**src/rtl/ball_renderer.sv**
```systemverilog
// rtl/ball_renderer.sv - raster sync/video/pixel generator with a bouncing square ball
module ball_renderer #(
    parameter int H_VISIBLE    = 640,
    parameter int V_VISIBLE    = 480,
    parameter int H_SYNC_START = 657,
    parameter int H_SYNC_END   = 752,
    parameter int V_SYNC_START = 491,
    parameter int V_SYNC_END   = 492,
    parameter int H_MAX        = 800,
    parameter int V_MAX        = 525,
    parameter int BALL_SIZE    = 8,
    parameter int SPEED        = 2,
    parameter int X_INIT       = 100,
    parameter int Y_INIT       = 100
) (
    input  logic       i_Clk,
    input  logic       i_Rst_n,
    input  logic [9:0] i_HPos,
    input  logic [9:0] i_VPos,
    input  logic       i_Enable,
    output logic       o_HSync,
    output logic       o_VSync,
    output logic       o_Video,
    output logic       o_Pixel,
    output logic [9:0] o_BallX,
    output logic [9:0] o_BallY,
    output logic [7:0] o_Bounces
);

    // All position arithmetic is done in 11 bits so sums never wrap.
    localparam logic [10:0] XMAX11   = 11'(H_VISIBLE - BALL_SIZE + 1);
    localparam logic [10:0] YMAX11   = 11'(V_VISIBLE - BALL_SIZE + 1);
    localparam logic [10:0] SPEED11  = 11'(SPEED);
    localparam logic [10:0] BALL11   = 11'(BALL_SIZE);
    localparam logic [10:0] HVIS11   = 11'(H_VISIBLE);
    localparam logic [10:0] VVIS11   = 11'(V_VISIBLE);
    localparam logic [10:0] HSS11    = 11'(H_SYNC_START);
    localparam logic [10:0] HSE11    = 11'(H_SYNC_END);
    localparam logic [10:0] VSS11    = 11'(V_SYNC_START);
    localparam logic [10:0] VSE11    = 11'(V_SYNC_END);
    localparam logic [10:0] HMAX11   = 11'(H_MAX);
    localparam logic [10:0] VMAX11   = 11'(V_MAX);
    localparam logic [9:0]  XINIT10  = 10'(X_INIT);
    localparam logic [9:0]  YINIT10  = 10'(Y_INIT);

    typedef enum logic {
        WAIT_FRAME = 1'b0,
        RUN        = 1'b1
    } state_e;

    state_e      state_q, state_d;
    logic        hsync_q, hsync_d;
    logic        vsync_q, vsync_d;
    logic        video_q, video_d;
    logic        pixel_q, pixel_d;
    logic [9:0]  ball_x_q, ball_x_d;
    logic [9:0]  ball_y_q, ball_y_d;
    logic        dir_right_q, dir_right_d;
    logic        dir_down_q, dir_down_d;
    logic [7:0]  bounces_q, bounces_d;
    logic        bounce_x, bounce_y;

    logic [10:0] hpos11, vpos11, bx11, by11;
    logic        fup;

    assign hpos11 = {1'b0, i_HPos};
    assign vpos11 = {1'b0, i_VPos};
    assign bx11   = {1'b0, ball_x_q};
    assign by11   = {1'b0, ball_y_q};
    assign fup    = (hpos11 == HMAX11) && (vpos11 == VMAX11);

    // Raster decode for the current position; registered below for 1-cycle latency.
    always_comb begin
        hsync_d = !((hpos11 >= HSS11) && (hpos11 <= HSE11));
        vsync_d = !((vpos11 >= VSS11) && (vpos11 <= VSE11));
        video_d = (hpos11 <= HVIS11) && (vpos11 <= VVIS11);
        pixel_d = video_d
                  && (hpos11 >= bx11) && (hpos11 <= bx11 + BALL11 - 11'd1)
                  && (vpos11 >= by11) && (vpos11 <= by11 + BALL11 - 11'd1);
    end

    // Raster output registers.
    always_ff @(posedge i_Clk or negedge i_Rst_n) begin
        if (!i_Rst_n) begin
            hsync_q <= 1'b1;
            vsync_q <= 1'b1;
            video_q <= 1'b0;
            pixel_q <= 1'b0;
        end else begin
            hsync_q <= hsync_d;
            vsync_q <= vsync_d;
            video_q <= video_d;
            pixel_q <= pixel_d;
        end
    end

    // Motion FSM: the first frame-update point only arms motion, later ones move the ball.
    always_comb begin
        state_d     = state_q;
        ball_x_d    = ball_x_q;
        ball_y_d    = ball_y_q;
        dir_right_d = dir_right_q;
        dir_down_d  = dir_down_q;
        bounce_x    = 1'b0;
        bounce_y    = 1'b0;
        if (fup) begin
            case (state_q)
                WAIT_FRAME: state_d = RUN;
                RUN: begin
                    if (i_Enable) begin
                        if (dir_right_q) begin
                            if (bx11 + SPEED11 >= XMAX11) begin
                                ball_x_d    = XMAX11[9:0];
                                dir_right_d = 1'b0;
                                bounce_x    = 1'b1;
                            end else begin
                                ball_x_d = 10'(bx11 + SPEED11);
                            end
                        end else begin
                            if (bx11 <= SPEED11 + 11'd1) begin
                                ball_x_d    = 10'd1;
                                dir_right_d = 1'b1;
                                bounce_x    = 1'b1;
                            end else begin
                                ball_x_d = 10'(bx11 - SPEED11);
                            end
                        end
                        if (dir_down_q) begin
                            if (by11 + SPEED11 >= YMAX11) begin
                                ball_y_d   = YMAX11[9:0];
                                dir_down_d = 1'b0;
                                bounce_y   = 1'b1;
                            end else begin
                                ball_y_d = 10'(by11 + SPEED11);
                            end
                        end else begin
                            if (by11 <= SPEED11 + 11'd1) begin
                                ball_y_d   = 10'd1;
                                dir_down_d = 1'b1;
                                bounce_y   = 1'b1;
                            end else begin
                                ball_y_d = 10'(by11 - SPEED11);
                            end
                        end
                    end
                end
                default: state_d = WAIT_FRAME;
            endcase
        end
        bounces_d = bounces_q + {7'd0, bounce_x} + {7'd0, bounce_y};
    end

    // Ball state registers; they only change at a frame-update point.
    always_ff @(posedge i_Clk or negedge i_Rst_n) begin
        if (!i_Rst_n) begin
            state_q     <= WAIT_FRAME;
            ball_x_q    <= XINIT10;
            ball_y_q    <= YINIT10;
            dir_right_q <= 1'b1;
            dir_down_q  <= 1'b1;
            bounces_q   <= 8'd0;
        end else begin
            state_q     <= state_d;
            ball_x_q    <= ball_x_d;
            ball_y_q    <= ball_y_d;
            dir_right_q <= dir_right_d;
            dir_down_q  <= dir_down_d;
            bounces_q   <= bounces_d;
        end
    end

    assign o_HSync   = hsync_q;
    assign o_VSync   = vsync_q;
    assign o_Video   = video_q;
    assign o_Pixel   = pixel_q;
    assign o_BallX   = ball_x_q;
    assign o_BallY   = ball_y_q;
    assign o_Bounces = bounces_q;

endmodule

```
**config.mk**
```make
export PLATFORM = sky130hd
export DESIGN_NAME = ball_renderer
export DESIGN_NICKNAME = d
export VERILOG_FILES = /design/src/rtl/ball_renderer.sv
export SDC_FILE = /design/constraint.sdc
export NUM_CORES = 1
export LEC_CHECK = 0
export BUFFER_PORTS_ARGS = -buffer_cell sky130_fd_sc_hd__buf_4
export CAP_MARGIN = 25
export CORE_MARGIN = 3
export CORE_UTILIZATION = 35
export CTS_CLUSTER_DIAMETER = 200
export CTS_CLUSTER_SIZE = 10
export DETAILED_ROUTE_END_ITERATION = 7
export PLACE_DENSITY = 0.58
export SYNTH_ARGS = -nofsm -noshare
export SYNTH_HDL_FRONTEND = slang
export SYNTH_SLANG_ARGS = --single-unit
```
**constraint.sdc**
```tcl
create_clock -name i_Clk -period 5.8 [get_ports i_Clk]
set_input_delay 0.29 -clock i_Clk [delete_from_list [all_inputs] [get_ports i_Clk]]
set_output_delay 0.29 -clock i_Clk [all_outputs]
set_load 0.01 [all_outputs]
```
### Word-level counts from Yosys, hierarchy flattened

Cells that the tools add are included.

* register bits after elaboration: 35
* output and inout bits: 32
* logic and storage cells: 69

* add/sub/neg operators: 10
* $lt $le $gt $ge: 14
* equality and inequality tests: 2
* muxes and demuxes: 22
* reductions and logical operators: 11

Operators with widths (count)
* $mux W10: 6
* $add A10 B2 Y11 const B: 2
* $add A10 B4 Y11 const B: 2
* $le A10 B11 Y1: 2
* $sub A11 B1 Y11 const B: 2
* $eq A10 B10 Y1 const B: 2
* $ge A10 B10 Y1: 2
* $le A10 B10 Y1 const B: 2
* $le A10 B2 Y1 const B: 2
* $le A10 B9 Y1 const B: 2
* $sub A10 B2 Y10 const B: 2
* $add A8 B1 Y8: 2
* $mux W1: 16
* $ge A11 B10 Y1 const B: 1
* $ge A11 B9 Y1 const B: 1
* $ge A10 B10 Y1 const B: 1
* $ge A10 B9 Y1 const B: 1
* $logic_and A1 B1 Y1: 8
* $reduce_and A3 Y1: 1
* $logic_not A1 Y1: 2

### Depth between registers and ports, before layout

* word-level depth: 9
* mapped depth: 16
* depth with buffers taken out: 14

### Least setup slack after synthesis

Ideal clock, no wire load.

* path type: reg-to-reg
* start point: reg ball_y_q[2] (netlist: o_BallY[2])
* end point: reg bounces_q[6] (netlist: o_Bounces[6])
* setup time: 0.125 ns
* data arrival time: 3.548 ns
* data required time: 5.675 ns
* slack: 2.126 ns
* cell stages (with the launch flop): 16
* buffers on the path: 1
* period minus slack after synthesis: 3.674 ns
* path through: dfstp_2 clkbuf_1 inv_1 ha_1 nor2b_1 o211ai_1 a32o_1 or3b_2 a31oi_1 nand2_1 fa_1 inv_1 ha_1 and3_1 nand3_1 xnor2_1

* cells in the longest elaborated chain, start to end: 8
* elaborated cells between the ends (all ways): 10
* classes of those cells: add/sub (2); order compare (2); mux (6)

Ends and longest elaborated chain
* start, declared: RTL line 57 `logic [9:0] ball_y_q, ball_y_d;`
* start signal, assigned: RTL line 165 `ball_y_q <= ball_y_d;`
* $add A10 B2 Y11
* $ge A11 B9 Y1: RTL line 129 `if (by11 + SPEED11 >= YMAX11) begin`
* $mux W1: RTL line 129
* $mux W1 (*): RTL line 128 `if (dir_down_q) begin`
* $mux W1 (*): RTL line 110 `if (i_Enable) begin`
* $mux W1 (*): RTL line 107 `case (state_q)`
* $mux W1 (*): RTL line 106 `if (fup) begin`
* $add A8 B1 Y8 (*): RTL line 150 `bounces_d = bounces_q + {7'd0, bounce_x} + {7'd0, bounce_y};`
* net bounces_d[6]: RTL line 60 `logic [7:0] bounces_q, bounces_d;`
* end signal, assigned: RTL line 168 `bounces_q <= bounces_d;`
* end, declared: RTL line 60

Mark *: on every way through the listed nets, which the timed path passes. The rest lies on a longest branch.
A chain may end at the register's enable or synchronous reset.

### Final worst setup path

Ends and elaborated chain as after synthesis.

==> run metrics <==
status=complete, no violations; post-CTS setup buffers=0; crit path max fanout=14; WL met1=5480 µm; required time worst endpoint=5980 ps; skew final=3.49 ps; async set or reset register ratio after synthesis=1.00; Commonest cells post-synth=ha_1, o21ai_0, nand2_1; DRC viols=0; largest net degree at the start of global routing=36; Resize count post-CTS=0; crit end category=flop; H-tree depth=2; number of DRC markers in iteration 0=316; CTS tree=done; slowest cell on the critical path=dfstp_2; Synth Area in Compound Gates=0.247; global-route wire length before repair=18000 µm; kind of critical path=flop to flop; measured slew at the worst slew-check pin=910 ps; crit share post-route=0.636; Placed Area=4280 µm²; starting density of the core=0.363; layout cells sized above 1=0.157; synth top area cells=ha_1, dfrtp_1, dfstp_2; synth unique cells=61; remaining global-route overflow=0; fin util=0.421; delay-heaviest family, CP=simple AND/OR/NAND/NOR gates; final cell count without fillers=652; Leak Pwr=0.00180 µW; max-cap violations=0; critical path's largest stage delay=680 ps; number of synthesized flops with an enable pin=0; Post-Route WL=11100 µm; synth warn=0; post-DR vias/cell=5.78; 1st-pass router iterations=5; Setup TNS=0 ps; I/O Buffers=54; post-synthesis mux area share=0.00263; syn avg cell area=7.97 µm²; Adder-Cell Fraction of Synth Area=0.180; Placement Rows=37; gr usage total=0.186; drt wl/cell=17.0 µm; full die area=12200 µm²; Root Buffer=clkbuf_8; Final nets=592; Design Area, Final=4410 µm²; Post-Synth XOR/XNOR Area=0.0599; initial antenna violation count=0; Area growth syn-to-layout=15.9%; clk buf depth=2; setup violators final=0; core area=10500 µm²; Vias=3769; Power Density=124 nW/µm²; Yosys reg bits=35; net count after synthesis=554; Critical path buffers and inverters=2; Seq. cell area=888 µm²; simple-gate portion of the synthesized area=0.218; max layer used=met4; Inst Count DP=643; post-synth top area share=0.174; Data arrival, critical path=3870 ps; largest family of logic cells by synthesized area=compound AO/OA/AOI/OAI gates; Die Y=110 µm; Syn Inst Count=477; Worst VDD drop=0.000120 V; diode count=0; RSZ-0062 raised after global routing=false; Fin. Hold Viols=0; Final min period=3690 ps; Antenna Violating Nets Remaining=0; CTS Buf Count=5; fmax=0.271 GHz; Post-synth top flop=dfrtp_1; area leader, netlist=ha_1; Worst setup SP type=flop; cell with the most instances after synthesis=ha_1; number of I/O pins=55; met3 WL=667 µm; clk slew on worst S/H paths=80 ps; Syn Std Cell Area=3800 µm²; clock sink total=35; Post-CTS Hold Buffers=1; GPL Wtd Cong=0.898; DIE WIDTH=110 µm; Skew-Pair Late Insertion Delay=290 ps; multi-input logic area=2690 µm²; HPWL after DPL=8380 µm; Min-Delay Path Class=input port to flop; Seq/Total Area, Yosys=0.234; vias in the first global route=3550; crit path cell chain=inv_1 -> ha_1 -> nor2b_1 -> o211ai_1 -> a32o_1 -> or3b_2 -> a31oi_1 -> nand2_1 -> fa_1 -> inv_1 -> ha_1 -> and3_1 -> nand3_1 -> xnor2_1; Slew Limit Headroom=0.393; Filler cells=1115; Max Transition Viols Final=0; routed wl met2=4800 µm
==> registers in the layout, indices dropped and copies added (netlist names) <==
name and cells:
o_BallX 10, o_BallY 10, dir_right_q 1, o_Video 1, o_Bounces 8, o_HSync 1, dir_down_q 1, state_q 1
o_VSync 1, o_Pixel 1
==> kinds of logic after synthesis <==
family	count (synthesis)
flops	35
compound gates	148
mux	1
fa+ha+maj	54
simple gates	157
xor+xnor	26
buf+inv	56
==> metrics by stage <==
| stage | hold WS, ps | setup slack, ps | power, µW |
|---|---|---|---|
| after global placement | 288 | 2140 | 314 |
| after floorplan | -5.59 | 2130 | 280 |
| after CTS | 205 | 2090 | 554 |
| after global routing | 205 | 1840 | 574 |
| after detailed placement | 298 | 2110 | 316 |
| final | 210 | 2110 | 544 |
==> per-layer routing <==
metal	global-route usage	up-vias
met5	0	-
met4	0.0466	0
met3	0.0332	14
met2	0.283	132
met1	0.272	1781
li1	-	1842
==> cell usage in the layout, fill, tap and decap left out, drive strengths merged, types with 7 or more instances in the layout <==
master | synthesis | routed
a21oi | 36 | 36
a31oi | 14 | 14
buf | 4 | 55
dfrtp | 25 | 25
dfstp | 10 | 10
ha | 53 | 53
inv | 31 | 32
nand2 | 38 | 38
nand2b | 7 | 7
nand3 | 17 | 17
nand4 | 17 | 17
nor2 | 26 | 26
nor2b | 8 | 8
nor3 | 11 | 11
nor4 | 7 | 7
o21ai | 41 | 41
o31ai | 12 | 12
xnor2 | 23 | 23
==> cell type report <==
type                       count  area share
clock buffer                   5      0.0156
multi-input combinational    386       0.611
timing repair buffer          56      0.0960
sequential                    35       0.202
inverter                      31      0.0264
clock inverter                 3      0.0105
tap                          136      0.0386
==> where the power goes <==
part	switching, µW	total (µW)	internal [µW]
Sequential	0.209	245	245
Combinational	35.8	65.8	30.0
Clock	104	233	130
==> worst paths after layout <==
check                           start      endpoint  slack [ps]  cells past startpoint
setup / recovery           o_BallY[2]  o_Bounces[6]        2110                     14
hold / removal              i_VPos[9]       o_Video         210                      2
setup reg to reg           o_BallY[2]  o_Bounces[6]        2110                     14
max in group asynchronous     i_Rst_n    dir_down_q        4940                      2
hold reg to reg               state_q       state_q         480                      2
min in group asynchronous     i_Rst_n    o_BallY[7]         490                      2
(Power assumes the default switching activity.)
